--- config.mk ---
export PLATFORM = sky130hd
export DESIGN_NAME = ks0108_ctrl_flat
export DESIGN_NICKNAME = d
export VERILOG_FILES = /design/src/rtl/ks0108_pkg.sv /design/src/rtl/ks0108_if.sv /design/src/rtl/ks0108_phase_timer.sv /design/src/rtl/ks0108_ctrl.sv /design/src/flat_wrapper.sv
export SDC_FILE = /design/constraint.sdc
export NUM_CORES = 1
export LEC_CHECK = 0
export BUFFER_PORTS_ARGS = -buffer_cell sky130_fd_sc_hd__buf_2
export CORE_ASPECT_RATIO = 1.75
export CORE_UTILIZATION = 50
export DETAILED_ROUTE_END_ITERATION = 7
export PLACE_DENSITY = 0.82
export RECOVER_POWER = 50
export SYNTH_ARGS = -nofsm -noshare
export SYNTH_HDL_FRONTEND = slang
export SYNTH_SLANG_ARGS = --single-unit
--- constraint.sdc ---
create_clock -name clk -period 2.3 [get_ports clk]
set_input_delay 0.115 -clock clk [delete_from_list [all_inputs] [get_ports clk]]
set_output_delay 0.115 -clock clk [all_outputs]
set_load 0.05 [all_outputs]
--- src/rtl/ks0108_pkg.sv ---
// Shared types and constants for the KS0108 panel write controller.
package ks0108_pkg;

    typedef enum logic [2:0] {
        RST_PULSE = 3'd0,
        INIT      = 3'd1,
        IDLE      = 3'd2,
        SETUP     = 3'd3,
        E_HIGH    = 3'd4,
        E_HOLD    = 3'd5
    } ks_state_t;

    localparam logic [7:0] CMD_DISPLAY_ON  = 8'h3F;
    localparam logic [7:0] CMD_START_LINE0 = 8'hC0;

    // req_chip encoding: bit0 drives CS1 (left half), bit1 drives CS2 (right half)
    localparam logic [1:0] CHIP_NONE = 2'b00;
    localparam logic [1:0] CHIP_CS1  = 2'b01;
    localparam logic [1:0] CHIP_CS2  = 2'b10;
    localparam logic [1:0] CHIP_BOTH = 2'b11;

    localparam int CNT_W = 16;

endpackage

--- src/rtl/ks0108_if.sv ---
// Write-request handshake between a requester (master) and the KS0108 controller (slave).
interface ks0108_if;
    logic       req_valid;
    logic       req_ready;
    logic       req_dc;
    logic [1:0] req_chip;
    logic [7:0] req_data;

    modport master (output req_valid, output req_dc, output req_chip, output req_data,
                    input  req_ready);
    modport slave  (input  req_valid, input  req_dc, input  req_chip, input  req_data,
                    output req_ready);
endinterface

--- src/rtl/ks0108_phase_timer.sv ---
// Loadable down-counter: holds at zero, done while zero, reload on each phase entry.
module ks0108_phase_timer #(
    parameter int          CNT_W   = 16,
    parameter int unsigned RST_VAL = 0
) (
    input  logic             clk,
    input  logic             nreset,
    input  logic             load,
    input  logic [CNT_W-1:0] load_val,
    output logic             done
);

    logic [CNT_W-1:0] cnt;

    always_ff @(posedge clk or negedge nreset) begin
        if (!nreset)
            cnt <= CNT_W'(RST_VAL);
        else if (load)
            cnt <= load_val;
        else if (cnt != '0)
            cnt <= cnt - CNT_W'(1);
    end

    assign done = (cnt == '0);

endmodule

--- src/rtl/ks0108_ctrl.sv ---
// KS0108 graphic LCD write controller: reset pulse, optional init (KS0108_INIT_EN), timed bus cycles.
module ks0108_ctrl
    import ks0108_pkg::*;
#(
    parameter int SETUP_CYC = 2,
    parameter int E_CYC     = 8,
    parameter int RST_CYC   = 16
) (
    input  logic       clk,
    input  logic       nreset,
    ks0108_if.slave    req,
    output logic       ks_dc,
    output logic       ks_cs1,
    output logic       ks_cs2,
    output logic       ks_e,
    output logic       ks_reset,
    output logic [7:0] ks_data,
    output logic       init_done,
    output logic       error
);

    localparam logic [CNT_W-1:0] LD_SETUP = CNT_W'(SETUP_CYC - 1);
    localparam logic [CNT_W-1:0] LD_E     = CNT_W'(E_CYC - 1);

    ks_state_t        state, state_nxt;
    logic             tmr_load, tmr_done;
    logic [CNT_W-1:0] tmr_val;
    logic             cap_en, cap_dc;
    logic [1:0]       cap_chip;
    logic [7:0]       cap_data;
    logic             dc_r, init_done_r, init_done_set, error_r, error_set, bus_active;
    logic [1:0]       chip_r;
    logic [7:0]       data_r;

    ks0108_phase_timer #(
        .CNT_W   (CNT_W),
        .RST_VAL (RST_CYC - 1)
    ) u_timer (
        .clk      (clk),
        .nreset   (nreset),
        .load     (tmr_load),
        .load_val (tmr_val),
        .done     (tmr_done)
    );

`ifdef KS0108_INIT_EN
    logic [1:0] init_step;

    always_ff @(posedge clk or negedge nreset) begin
        if (!nreset)
            init_step <= 2'd0;
        else if (state == INIT && cap_en)
            init_step <= init_step + 2'd1;
    end
`endif

    always_ff @(posedge clk or negedge nreset) begin
        if (!nreset)
            state <= RST_PULSE;
        else
            state <= state_nxt;
    end

    always_comb begin
        state_nxt     = state;
        tmr_load      = 1'b0;
        tmr_val       = '0;
        cap_en        = 1'b0;
        cap_dc        = req.req_dc;
        cap_chip      = req.req_chip;
        cap_data      = req.req_data;
        init_done_set = 1'b0;
        error_set     = 1'b0;
        case (state)
            RST_PULSE: if (tmr_done) state_nxt = INIT;
            INIT: begin
`ifdef KS0108_INIT_EN
                if (init_step == 2'd2) begin
                    state_nxt     = IDLE;
                    init_done_set = 1'b1;
                end else begin
                    state_nxt = SETUP;
                    tmr_load  = 1'b1;
                    tmr_val   = LD_SETUP;
                    cap_en    = 1'b1;
                    cap_dc    = 1'b0;
                    cap_chip  = CHIP_BOTH;
                    cap_data  = (init_step == 2'd0) ? CMD_DISPLAY_ON : CMD_START_LINE0;
                end
`else
                state_nxt     = IDLE;
                init_done_set = 1'b1;
`endif
            end
            IDLE: begin
                // A no-chip request is consumed here and only reported; the bus stays quiet.
                if (req.req_valid) begin
                    if (req.req_chip == CHIP_NONE) begin
                        error_set = 1'b1;
                    end else begin
                        state_nxt = SETUP;
                        tmr_load  = 1'b1;
                        tmr_val   = LD_SETUP;
                        cap_en    = 1'b1;
                    end
                end
            end
            SETUP: if (tmr_done) begin
                state_nxt = E_HIGH;
                tmr_load  = 1'b1;
                tmr_val   = LD_E;
            end
            E_HIGH: if (tmr_done) begin
                state_nxt = E_HOLD;
                tmr_load  = 1'b1;
                tmr_val   = LD_E;
            end
            E_HOLD: if (tmr_done) state_nxt = init_done_r ? IDLE : INIT;
            default: state_nxt = RST_PULSE;
        endcase
    end

    always_comb begin
        bus_active    = (state == SETUP) || (state == E_HIGH) || (state == E_HOLD);
        req.req_ready = (state == IDLE);
        ks_reset      = (state != RST_PULSE);
        ks_e          = (state == E_HIGH);
        ks_cs1        = bus_active & chip_r[0];
        ks_cs2        = bus_active & chip_r[1];
        ks_dc         = dc_r;
        ks_data       = data_r;
        init_done     = init_done_r;
        error         = error_r;
    end

    always_ff @(posedge clk or negedge nreset) begin
        if (!nreset) begin
            dc_r        <= 1'b0;
            chip_r      <= CHIP_NONE;
            data_r      <= 8'h00;
            init_done_r <= 1'b0;
            error_r     <= 1'b0;
        end else begin
            error_r <= error_set;
            if (init_done_set)
                init_done_r <= 1'b1;
            if (cap_en) begin
                dc_r   <= cap_dc;
                chip_r <= cap_chip;
                data_r <= cap_data;
            end
        end
    end

endmodule

--- src/flat_wrapper.sv ---
// flat-port wrapper written by rule: the top's interface ports become plain ports
module ks0108_ctrl_flat import ks0108_pkg::*;
#(
    parameter int SETUP_CYC = 2,
    parameter int E_CYC     = 8,
    parameter int RST_CYC   = 16
)
  (clk, nreset, ks_dc, ks_cs1, ks_cs2, ks_e, ks_reset, ks_data, init_done, error, req_req_valid, req_req_dc, req_req_chip, req_req_data, req_req_ready);
  ks0108_if req_i ();
  input  logic clk;
  input  logic nreset;
  output logic ks_dc;
  output logic ks_cs1;
  output logic ks_cs2;
  output logic ks_e;
  output logic ks_reset;
  output logic [7:0] ks_data;
  output logic init_done;
  output logic error;
  input wire logic [$bits(req_i.req_valid)-1:0] req_req_valid;
  input wire logic [$bits(req_i.req_dc)-1:0] req_req_dc;
  input wire logic [$bits(req_i.req_chip)-1:0] req_req_chip;
  input wire logic [$bits(req_i.req_data)-1:0] req_req_data;
  output wire logic [$bits(req_i.req_ready)-1:0] req_req_ready;
  assign req_i.req_valid = req_req_valid;
  assign req_i.req_dc = req_req_dc;
  assign req_i.req_chip = req_req_chip;
  assign req_i.req_data = req_req_data;
  assign req_req_ready = req_i.req_ready;
  ks0108_ctrl #(.SETUP_CYC(SETUP_CYC), .E_CYC(E_CYC), .RST_CYC(RST_CYC)) u_core (.clk(clk), .nreset(nreset), .req(req_i), .ks_dc(ks_dc), .ks_cs1(ks_cs1), .ks_cs2(ks_cs2), .ks_e(ks_e), .ks_reset(ks_reset), .ks_data(ks_data), .init_done(init_done), .error(error));
endmodule
* Yosys cells after proc, flatten, opt, wreduce, memory -nomap -nowiden *
Index checks and enable logic that the tools add are counted.

operators by class
  reduce and logical (&&, ||, !) cells = 10
  add/sub/neg operators = 1
  bitwise operators = 2
  eq/ne operators = 11
  mux-type cells = 23

operators with widths
  kind                                                                  count
  16-bit 2-to-1 mux                                                     3
  16-bit case mux with 2 select lines                                   1
  3-bit 2-to-1 mux                                                      7
  3-bit case mux with 6 select lines                                    1
  16-bit logical NOT                                                    1
  16-bit nonzero test                                                   1
  16-bit by 1-bit subtractor with 16-bit output, second input constant  1
  1-bit 2-to-1 mux                                                      9
  2-bit by 1-bit != test with 1-bit output, second input constant       4
  3-bit by 2-bit == test with 1-bit output, second input constant       2
  3-bit == test, second input constant                                  2
  6-bit AND reduction                                                   1
  2-bit != test, second input constant                                  2
  3-bit by 1-bit == test with 1-bit output, second input constant       1
  3-bit logical NOT                                                     1
  3-bit nonzero test                                                    1
  1-bit bitwise AND                                                     2
  2-bit logical NOT                                                     1
  1-bit logical OR                                                      2
  2-bit 2-to-1 mux                                                      1
  1-bit case mux with 2 select lines                                    1
  2-bit nonzero test                                                    1
  2-bit OR reduction                                                    1

word-level totals
  input port bits = 14
  word-level logic and storage cells = 54
  output and inout port bits = 16
  register bits after elaboration = 32

* Depth between registers and ports, before layout *
  word-level depth = 5
  mapped depth = 7
  depth with buffers taken out = 6

* Cells and area by module *
Synthesis repeated with hierarchy kept, for this count alone.

second synthesis, totals
  cell total of the unflattened synthesis = 167
  area total of the unflattened synthesis = 1,818.0 sq um

by module, submodules not included
  module              area an instance (sq um)  instances  cells each
  ks0108_phase_timer  1,011.0                   1          104
  ks0108_ctrl         807.0                     1          63

* Worst setup path before layout *
Ideal clock, no wire load.

  kind = register to register
  start = reg u_core.state[0]
  end = reg u_core.chip_r[0]
  library setup time = 0.121 ns
  data arrival time = 2.220 ns
  path slack = -0.041 ns
  data required time = 2.179 ns
  stages on the path, launching flop included = 6
  cell sequence = dfrtp_1 > buf_6 > nor3b_1 > and2_1 > nand2_1 > a22o_1

on the way
  word-level cells in the longest chain between the ends = 2

RTL lines
  what                                      RTL line            source
  from (decl)                               ks0108_ctrl.sv:25   ks_state_t state, state_nxt;
  from (signal assigned)                    ks0108_ctrl.sv:61   state <= state_nxt;
  3-bit by 2-bit == test with 1-bit output  --
  named net req_req_ready                   flat_wrapper.sv:24  output wire logic [$bits(req_i.req_ready)-1:0] req_req_ready;
  1-bit 2-to-1 mux                          ks0108_ctrl.sv:74   case (state)
  to (signal assigned)                      ks0108_ctrl.sv:149  chip_r <= cap_chip;
  to (decl)                                 ks0108_ctrl.sv:32   logic [1:0] chip_r;

The timed path passes the listed nets, and every way through them passes these cells.
A chain may end at the register's enable or synchronous reset.

* Worst setup path in the final report *
  start = reg u_core.u_timer.cnt[0]
  end = reg u_core.u_timer.cnt[11]

on the way
  word-level cells in the longest chain between the ends = 4
  elaborated cells on any way between the ends = 8
  classes of those cells = 1 x add/sub; 4 x mux; 3 x reduce/logical

RTL lines
  what                                                                                                   RTL line                  source
  from (decl)                                                                                            ks0108_phase_timer.sv:13  logic [CNT_W-1:0] cnt;
  from (signal assigned)                                                                                 ks0108_phase_timer.sv:17  cnt <= CNT_W'(RST_VAL);
  from (signal assigned)                                                                                 ks0108_phase_timer.sv:19  cnt <= load_val;
  from (signal assigned)                                                                                 ks0108_phase_timer.sv:21  cnt <= cnt - CNT_W'(1);
  parallel branches: the longest is 4 deep, another holds 16-bit by 1-bit subtractor with 16-bit output  --

Several ways; the timed one is not identified. The select of a mux whose other input is x is not followed.

==> results.yml <==
run_status:
  outcome: "finished, violations left"
  violations: "max-capacitance violations, max-slew violations"
route:
  wire_per_inst_um: 17.2
  drt_iter0_drc: 78
  dr.pass1.iters: 4
  drtAntennaViolNets: 0
  drt-total-wl_um: 4240
  viasPerCell: 6.30
  drt_drc_violations_left: 0
  vias: 1550
cts:
  h-tree-depth: 2
  cts_buffers: 5
  cts_max_path_buffers: 2
  clkSlewWorstSetupHoldPaths_ns: 0.07
  insertion_delay_ns: 0.29
  root_buffer: "clkbuf_8"
  cts_sinks: 32
  cts_tree: "done"
synth:
  synthXorXnorAreaFrac: 0.0105
  yosysTopAreaCellShare: 0.421
  synth.distinct_cells: 47
  ys_seq_area_frac: 0.484
  ys.flop_type: "dfrtp_1"
  synth.ff_latch_count: 32
  synth.area.top_cells: "dfrtp_1, dfstp_2, mux2_2, a21oi_1, o31ai_1"
  synth_top_family_by_area: "simple AND/OR/NAND/NOR gates"
  yosys_warnings: 0
  yosys-mux-area-fraction: 0.0789
  synthSimpleGateAreaFrac: 0.241
  syn_avg_cell_area_um2: 10.6
  synth-adder-area-share: 0.00752
  netlist_area_mm2: 0.00166
  synthCells: 157
  mappedNetlistNets: 172
  async_flop_share: 1.00
  synth_top_area_cell: "dfrtp_1"
  synth_compound_area_frac: 0.146
  synth_edf_count: 0
sta:
  drv_slew: 33
  finalCritPeriodShare: 0.956
  setup_viol: 0
  fin_tns_setup_ns: 0
  fmax_ghz: 0.455
  fin_skew_ns: 0.00996
  worstMarginPinSlew_ns: 1.72
  maxSlewHeadroom: -0.149
  hold_viol_final: 0
  hold_ws_ns: 0.0292
  fin_crit_ns: 2.20
  rsz0062_at_grt: "false"
final_layout:
  final_common_cell: "dfrtp_1"
  fill_cells: 261
  drive_above_1_share: 0.320
  mostFrequentLayoutCells: "dfrtp_1, buf_2, a21oi_1, buf_4"
  finalNonFillerCells: 246
  layout.nets: 217
  diodes: 0
  fin_area_mm2: 0.00206
  area_growth_pct: 24.0
placement:
  place_area_mm2: 0.00192
  place_inst: 236
  portBuffers: 29
  gp_congestion: 0.869
  dp_hpwl_um: 2900
setup_path:
  r2r-start: "u_core.u_timer.cnt[0]$_DFFE_PN1P_"
  cp.arrival_ns: 2.40
  path_cells: "inv_1, ha_1, or3b_4, nor4_2, or4_2, a21oi_1"
  reg2regPathDepth: 6
  cp.required_ns: 2.50
  end_kind: "flop"
  r2r_slack_ns: 0.10
  path_class: "reg -> reg"
  crit_path_max_incr_delay_ns: 0.67
  r2r-end: "u_core.u_timer.cnt[11]$_DFFE_PN0P_"
  startpoint_type: "flop"
  slowest_stage: "or4_2"
  crit_fanout: 5
global_route:
  grt_pass1_vias: 1531
  grt_max_degree: 33
  overflow: 0
  grt_pass1_wl_um: 6670
  antenna_found_initial: 0
  grt_use_total: 0.257
power:
  clkPwrFrac: 0.176
  leakagePower_nw: 0.879
  seq_power_share: 0.321
  finalPower_w: 0.00339
  p_per_area_mw_per_mm2: 1640
  p_sw_w: 0.00158
  swShare: 0.466
  comb_power_share: 0.503
  internal_power_w: 0.00181
  max-vdd-ir-drop_mv: 1.14
floorplanning:
  die-area_mm2: 0.00357
  die_h_um: 78.3
  core_area_mm2: 0.00314
  fp.dieW_um: 45.6
  rows: 27
  pin_count: 30
  initial_utilization: 0.530
worst_hold_path:
  min_from: "req_req_chip[0]"
  min_to: "u_core.error$_DFF_PN0_"
  hold_class: "in -> reg"
  min_path_cells: 2
flow_run:
  max_cap_viol_count: 1
[cell families (layout without fill, tap and decap cells)]
kind of cell / count (synthesis) / in the layout
AND/OR/NAND/NOR: 63 / 64
AO/OA/AOI/OAI: 37 / 37
flip-flops: 32 / 32
multiplexers: 12 / 12
buffers and inverters: 10 / 55
XOR/XNOR: 2 / 2
adder cells (fa/ha/maj): 1 / 1
[metrics by stage]
step	setup slack (ns)	utilization
4_1_cts	0.0894	0.656
6_report	0.102	0.657
3_5_place_dp	0.0943	0.612
2_1_floorplan	0.185	-
5_1_grt	0.0537	0.657
3_3_place_gp	0.194	0.612
[per-layer routing]
layer / part of all wire / vias to the layer above / track usage
li1: - / 695 / -
met1: 0.36 / 743 / 0.267
met2: 0.53 / 92 / 0.424
met3: 0.062 / 20 / 0.0713
met4: 0.045 / 0 / 0.170
met5: 0 / - / 0
[flip-flops by register name (all words and copies together) (netlist names)]
name / cells
u_core.init_done: 1
u_core.state: 3
u_core.chip_r: 2
u_core.ks_data: 8
u_core.ks_dc: 1
u_core.u_timer.cnt: 16
u_core.error: 1
[synthesized netlist by cell type (4+ instances only)]
cell type  count
dfrtp_1       28
a21oi_1       12
mux2_2         9
nor2_1         9
nand2_1        7
o21ai_0        6
o31ai_1        6
inv_1          5
nor4_1         5
and2_1         4
dfstp_2        4
or3_1          4
[timing repair]
| item | 4_1_cts | 5_1_grt |
|---|---|---|
| hold buffers | 1 | 0 |
| endpoints found under the hold margin | 28 | 0 |
| gates resized for setup | 0 | 1 |
| buffers inserted | 0 | 0 |
| endpoints found under the setup margin | 0 | 3 |
[worst max-delay path: cells and delay by family (launching register included)]
| family | cells | cell delay [ns] |
|---|---|---|
| AND/OR/NAND/NOR | 3 | 1.04 |
| flip-flops | 1 | 0.56 |
| adder cells (fa/ha/maj) | 1 | 0.23 |
| AO/OA/AOI/OAI | 1 | 0.21 |
| buffers and inverters | 1 | 0.07 |
[power by group through the flow]
stage | registers, W | logic [W] | clock network [W]
after floorplan | 0.00132 | 0.000920 | 0
after global placement | 0.00105 | 0.00159 | 0
after detailed placement | 0.00108 | 0.00164 | 0
after CTS | 0.00107 | 0.00166 | 0.000598
after global routing | 0.00112 | 0.00181 | 0.000620
final | 0.00109 | 0.00171 | 0.000597
[final cells by class]
cell class                 instances  area [µm²]  share of cell area
sequential                        32         806               0.391
inverter                           5        18.8             0.00910
multi-input combinational        116         825               0.400
timing repair buffer              42         234               0.113
clock buffer                       7        96.3              0.0467
tap                               43        53.8              0.0261
clock inverter                     1        30.0              0.0146
[worst max path at each step]
stage                                       from                            endpoint  slack [ns]  cells past startpoint
2_1_floorplan  u_core.u_timer.cnt[0]$_DFFE_PN1P_         u_core.state[0]$_DFFE_PN0P_        0.18                      7
3_3_place_gp   u_core.u_timer.cnt[0]$_DFFE_PN1P_         u_core.state[0]$_DFFE_PN0P_        0.19                      6
3_5_place_dp   u_core.u_timer.cnt[0]$_DFFE_PN1P_         u_core.state[0]$_DFFE_PN0P_        0.09                      6
4_1_cts        u_core.u_timer.cnt[0]$_DFFE_PN1P_         u_core.state[0]$_DFFE_PN0P_        0.09                      6
5_1_grt        u_core.u_timer.cnt[0]$_DFFE_PN1P_  u_core.u_timer.cnt[11]$_DFFE_PN0P_        0.05                      6
6_report       u_core.u_timer.cnt[0]$_DFFE_PN1P_  u_core.u_timer.cnt[11]$_DFFE_PN0P_        0.10                      6
Power figures use the tool's default switching activity.
